<file path="config.mk">
export PLATFORM = sky130hd
export DESIGN_NAME = mem_bus_arbiter
export DESIGN_NICKNAME = d
export VERILOG_FILES = /design/src/rtl/mem_bus_arbiter.sv
export SDC_FILE = /design/constraint.sdc
export NUM_CORES = 1
export LEC_CHECK = 0
export CAP_MARGIN = 20
export CORE_AREA = 2 2 205 207
export DETAILED_ROUTE_END_ITERATION = 10
export DIE_AREA = 0 0 207 209
export GPL_TIMING_DRIVEN = 0
export PLACE_DENSITY = 0.56
export SYNTH_ARGS = -nofsm -noshare
export SYNTH_HDL_FRONTEND = slang
export SYNTH_SLANG_ARGS = --single-unit
</file>
<file path="constraint.sdc">
create_clock -name i_clk -period 7.5 [get_ports i_clk]
set_clock_uncertainty 0.05 [all_clocks]
set_input_delay 0.75 -clock i_clk [delete_from_list [all_inputs] [get_ports i_clk]]
set_output_delay 0.75 -clock i_clk [all_outputs]
set_load 0.05 [all_outputs]
</file>
<file path="src/rtl/mem_bus_arbiter.sv">
// mem_bus_arbiter: two-master round-robin arbiter for a 64-bit Avalon-style memory port with ordered read-return steering
module mem_bus_arbiter #(
  parameter int PENDING_DEPTH = 4,
  parameter int TAG_AW = 2
) (
  input  logic        i_clk,
  input  logic        i_rst_n,
  input  logic [25:0] i_m0_address,
  input  logic [7:0]  i_m0_be,
  input  logic        i_m0_read_req,
  input  logic        i_m0_write_req,
  input  logic [7:0]  i_m0_burst_count,
  input  logic        i_m0_burst_begin,
  input  logic [63:0] i_m0_write_data,
  output logic [63:0] o_m0_read_data,
  output logic        o_m0_read_data_valid,
  output logic        o_m0_wait_request,
  input  logic [25:0] i_m1_address,
  input  logic [7:0]  i_m1_be,
  input  logic        i_m1_read_req,
  input  logic        i_m1_write_req,
  input  logic [7:0]  i_m1_burst_count,
  input  logic        i_m1_burst_begin,
  input  logic [63:0] i_m1_write_data,
  output logic [63:0] o_m1_read_data,
  output logic        o_m1_read_data_valid,
  output logic        o_m1_wait_request,
  output logic [25:0] o_mem_address,
  output logic [7:0]  o_mem_be,
  output logic [7:0]  o_mem_burst_count,
  output logic [63:0] o_mem_write_data,
  output logic        o_mem_read_req,
  output logic        o_mem_write_req,
  output logic        o_mem_burst_begin,
  input  logic [63:0] i_mem_read_data,
  input  logic        i_mem_read_data_valid,
  input  logic        i_mem_wait_request,
  output logic        o_orphan_err
);
  typedef enum logic {IDLE, GRANT} state_t;
  state_t state, state_nxt;
  logic owner, last_grant;
  logic [7:0] wlen, beats, rcnt;
  logic [TAG_AW:0] count;
  logic [TAG_AW-1:0] wr_ptr, rd_ptr;
  logic tag_id [PENDING_DEPTH];
  logic [7:0] tag_len [PENDING_DEPTH];
  logic req0, req1, grant, own_rd, own_wr, own_bb, full, empty, rd_block;
  logic [7:0] own_bc, own_len;
  logic first, rd_acc, wr_acc, wr_done, drop, push, ret, pop;
  assign req0 = i_m0_read_req | i_m0_write_req;
  assign req1 = i_m1_read_req | i_m1_write_req;
  assign grant = state == GRANT;
  assign own_rd = owner ? i_m1_read_req : i_m0_read_req;
  assign own_wr = owner ? i_m1_write_req : i_m0_write_req;
  assign own_bb = owner ? i_m1_burst_begin : i_m0_burst_begin;
  assign own_bc = owner ? i_m1_burst_count : i_m0_burst_count;
  assign own_len = own_bc == 8'd0 ? 8'd1 : own_bc;
  assign full = count == (TAG_AW+1)'(PENDING_DEPTH);
  assign empty = count == '0;
  assign rd_block = own_rd & full;
  assign first = beats == 8'd0;
  assign rd_acc = o_mem_read_req & !i_mem_wait_request;
  assign wr_acc = o_mem_write_req & !i_mem_wait_request;
  assign wr_done = wr_acc & (beats + 8'd1 == (first ? own_len : wlen));
  assign drop = !own_rd & !own_wr & first;
  assign push = rd_acc;
  assign ret = i_mem_read_data_valid & !empty;
  assign pop = ret & (rcnt + 8'd1 == tag_len[rd_ptr]);
  // Command state register
  always_ff @(posedge i_clk or negedge i_rst_n)
    if (!i_rst_n) state <= IDLE;
    else state <= state_nxt;
  // Next state: arbitrate from IDLE, release the grant when the command completes or is withdrawn
  always_comb begin
    state_nxt = state == IDLE ? (req0 | req1 ? GRANT : IDLE) : (rd_acc | wr_done | drop ? IDLE : GRANT);
  end
  // Memory-side mux and per-master handshakes driven from the grant state
  always_comb begin
    o_mem_address = grant ? (owner ? i_m1_address : i_m0_address) : '0;
    o_mem_be = grant ? (owner ? i_m1_be : i_m0_be) : '0;
    o_mem_burst_count = grant ? own_bc : '0;
    o_mem_write_data = grant ? (owner ? i_m1_write_data : i_m0_write_data) : '0;
    o_mem_read_req = grant & own_rd & !rd_block;
    o_mem_write_req = grant & own_wr;
    o_mem_burst_begin = grant & own_bb;
    o_m0_wait_request = !(grant & !owner) | i_mem_wait_request | rd_block;
    o_m1_wait_request = !(grant & owner) | i_mem_wait_request | rd_block;
    o_m0_read_data = i_mem_read_data;
    o_m1_read_data = i_mem_read_data;
    o_m0_read_data_valid = ret & !tag_id[rd_ptr];
    o_m1_read_data_valid = ret & tag_id[rd_ptr];
  end
  // Ownership, round-robin history and write-burst beat tracking
  always_ff @(posedge i_clk or negedge i_rst_n)
    if (!i_rst_n) begin
      owner <= 1'b0;
      last_grant <= 1'b1;
      beats <= '0;
      wlen <= '0;
    end else begin
      if (state == IDLE && (req0 | req1)) owner <= req0 & req1 ? !last_grant : req1;
      if (rd_acc | wr_done) last_grant <= owner;
      beats <= wr_done ? 8'd0 : wr_acc ? beats + 8'd1 : beats;
      if (wr_acc & first) wlen <= own_len;
    end
  // Tag FIFO pointers, occupancy, return beat counter and orphan flag
  always_ff @(posedge i_clk or negedge i_rst_n)
    if (!i_rst_n) begin
      wr_ptr <= '0;
      rd_ptr <= '0;
      count <= '0;
      rcnt <= '0;
      o_orphan_err <= 1'b0;
    end else begin
      wr_ptr <= wr_ptr + TAG_AW'(push);
      rd_ptr <= rd_ptr + TAG_AW'(pop);
      count <= count + (TAG_AW+1)'(push) - (TAG_AW+1)'(pop);
      rcnt <= pop ? 8'd0 : ret ? rcnt + 8'd1 : rcnt;
      o_orphan_err <= o_orphan_err | (i_mem_read_data_valid & empty);
    end
  // Tag FIFO storage: issuing master and effective burst length
  always_ff @(posedge i_clk)
    if (push) begin
      tag_id[wr_ptr] <= owner;
      tag_len[wr_ptr] <= own_len;
    end
endmodule

</file>
==> results.txt <==
Die width: 207 µm
Synthesized flop and latch total: 71
Setup violations, final: 0
HP Class: flip-flop to flip-flop
Total Die Area: 0.0433 mm²
Area of the core: 0.0413 mm²
Number of H-tree levels: 3
Die H: 209 µm
Post-route ant nets: 0
Final Slew Violations: 0
Min Tclk post-route: 4.97 ns
Setup TNS Final: 0 ns
Setup slack, reg-to-reg: 3.70 ns
Hold Crit Endpoint: o_orphan_err
Reg2reg end: count[2]
DRC: 0
RSZ-0062 raised after global routing: no
Register area share after synthesis: 30.8%
Layout cell share with drive strength beyond 1: 16.0%
Dpl ws: 2.75 ns
Initial antenna violation count: 2
Number of CTS-inserted buffers: 9
Clk sinks: 71
First-pass GRT wire length: 40,000 µm
Async SR Flop Fraction: 49.3%
Number of synthesized flops with an enable pin: 36
Filler instances: 4,388
Top FF cell, synth: edfxtp_1
Starting Density: 15.4%
Largest net degree at the start of global routing: 36
Post-CTS Setup Repair Bufs: 0
Worst VDD drop: 0.000194 V
# IOs: 528
Rows: 75
Worst-Skew Late Latency: 0.33 ns
Tot Pwr: 0.00419 W
Worst hold slack: 0.410 ns
Nets: 1,424
Vias in the first global route: 6,331
CTS Hold Bufs: 0
Worst hold stages: 1
CTS tree: yes
Initial DRT Pass Iterations: 4
Remaining Overflow, GRT: 0
Commonest non-fill, non-tap cell in the layout: clkdlybuf4s50_1
Longest Clk Path Bufs: 2
Syn avg cell area: 9.71 µm²
Crit path kind: flip-flop to output port
Clock transition at path regs: 0.06 ns
Initial drt markers: 206
Slew headroom: 28.4%
Gpl congestion: 0.862
Worst Path Arrival: 4.17 ns
Synth Instances: 655
Tot GR Track Use: 12.3%
Routed WL per cell: 16.7 µm
Worst-path fanout max: 10
Crit end category: output port
Final worst slack: 2.53 ns
Leakage: 4.91 nW
Commonest non-fill, non-tap cells in the layout: clkdlybuf4s50_1 (462), buf_4 (130), mux2i_1 (107)
Synth warnings: 0
P per Cell Area: 350 mW/mm²
Clock root buffer: clkbuf_16
Post-CTS sizing: 0
Net Count, Synth: 949
R2R Path Start: rd_ptr[0]
Tightest Pin Transition: 1.07 ns
Layout area overhead: 87.9%
Reg2Reg Depth: 11
Port-buffer cells: 463
Startpoint types: flip-flop
Detailed Place HPWL: 24,000 µm
Max Clk Rate: 201 MHz
Post-Syn Area: 0.00636 mm²
Hold path start: o_orphan_err
Status: complete, no violations
CP startpoint: owner
Max cap viols: 0
Core Util, Final: 28.9%
Fin. Hold Viols: 0
DR vias/cell: 3.68
Post-synthesis cell type count: 52
Worst EP required: 6.70 ns
Vias: 6,158
Part of the cycle the worst path needs: 66.3%
Routed WL: 28,000 µm
power by group:
| group | internal, W | total, W | switching (W) | leakage [nW] |
|---|---|---|---|---|
| clock | 0.000226 | 0.000396 | 0.000171 | 0.129 |
| sequential | 0.000530 | 0.000617 | 0.0000869 | 0.744 |
| combinational | 0.00119 | 0.00317 | 0.00198 | 4.03 |
metal layers:
| metal | share of wire, % | vias to the layer above | track usage (%) |
|---|---|---|---|
| li1 | - | 3054 | - |
| met1 | 37 | 2819 | 13.1 |
| met2 | 54 | 266 | 23.4 |
| met3 | 8.4 | 17 | 4.40 |
| met4 | 1.2 | 2 | 2.12 |
| met5 | 0.057 | - | 0 |
critical path: stages (launching register included):
cell	delay (ns)
dfrtp_1	0.43
buf_2	0.32
buf_2	0.36
buf_1	0.54
buf_1	0.75
mux2i_1	0.37
nor2b_1	0.19
clkdlybuf4s50_1	0.87
cell usage after synthesis (2+ instances only):
cell type | number | area share, %
buf_4 | 129 | 15
mux2i_1 | 107 | 17
nor2b_1 | 102 | 10
edfxtp_1 | 36 | 17
dfrtp_1 | 34 | 13
nand2_1 | 32 | 1.9
clkbuf_1 | 17 | 1.0
inv_1 | 16 | 0.94
nor2_1 | 15 | 0.89
xor2_1 | 15 | 2.1
xnor2_1 | 14 | 1.9
buf_1 | 11 | 0.65
nor3_1 | 10 | 0.79
and2_1 | 9 | 0.89
mux4_2 | 9 | 3.2
o21ai_0 | 8 | 0.63
a21o_1 | 7 | 0.83
a21oi_1 | 7 | 0.55
ha_1 | 7 | 1.4
nand3_1 | 6 | 0.47
mux2_2 | 5 | 0.89
a21oi_2 | 4 | 0.55
buf_2 | 4 | 0.31
nand2b_1 | 4 | 0.39
nor4_1 | 4 | 0.39
or3_1 | 4 | 0.39
and3_1 | 3 | 0.30
o22ai_1 | 3 | 0.30
o31ai_1 | 3 | 0.35
o31ai_2 | 3 | 0.59
buf_6 | 2 | 0.35
nand4_1 | 2 | 0.20
o21ai_1 | 2 | 0.16
or4_1 | 2 | 0.24
xor3_1 | 2 | 0.75
cell type report:
class | count | area [µm²] | share of cell area [%]
diodes | 1 | 2.50 | 0.0209
plain buffers | 163 | 1120 | 9.34
flip-flops and latches | 71 | 1960 | 16.4
repair buffers | 464 | 4640 | 38.8
multi-input cells | 405 | 3230 | 27.0
clock buffers | 10 | 229 | 1.92
clock inverters | 6 | 46.3 | 0.387
inverters | 16 | 60.1 | 0.503
well taps | 539 | 674 | 5.64
worst max path at each step:
stage	to	depth (start not counted)
6_report	o_mem_write_data[28]	7
5_1_grt	o_mem_write_data[28]	7
3_5_place_dp	o_mem_write_data[28]	7
4_1_cts	o_mem_write_data[28]	7
2_1_floorplan	count[2]	11
3_3_place_gp	o_mem_write_data[28]	7
cells by family (layout without fill, tap and decap cells):
family / Yosys count / count (layout) / share of synthesized area (%)
AO/OA/AOI/OAI: 43 / 43 / 5.04
other: 0 / 1 / 0
flip-flops: 71 / 71 / 30.8
XOR/XNOR: 32 / 32 / 5.00
multiplexers: 122 / 122 / 21.1
AND/OR/NAND/NOR: 200 / 200 / 17.9
adder cells (fa/ha/maj): 8 / 8 / 1.69
buffers and inverters: 179 / 659 / 18.5
stage by stage:
stage	cell area (µm²)	std cells
2_1_floorplan	6360	655
3_3_place_gp	11700	1657
3_5_place_dp	11700	1658
4_1_cts	11900	1674
5_1_grt	11900	1674
6_report	12000	1675
state kept, by name, indices dropped and copies added, names as in the netlist:
signal / flops
tag_len: 32
beats: 8
rcnt: 8
wlen: 8
tag_id: 4
count: 3
rd_ptr: 2
wr_ptr: 2
grant: 1
last_grant: 1
o_orphan_err: 1
owner: 1
No activity file was read; power rests on OpenSTA's default activity.
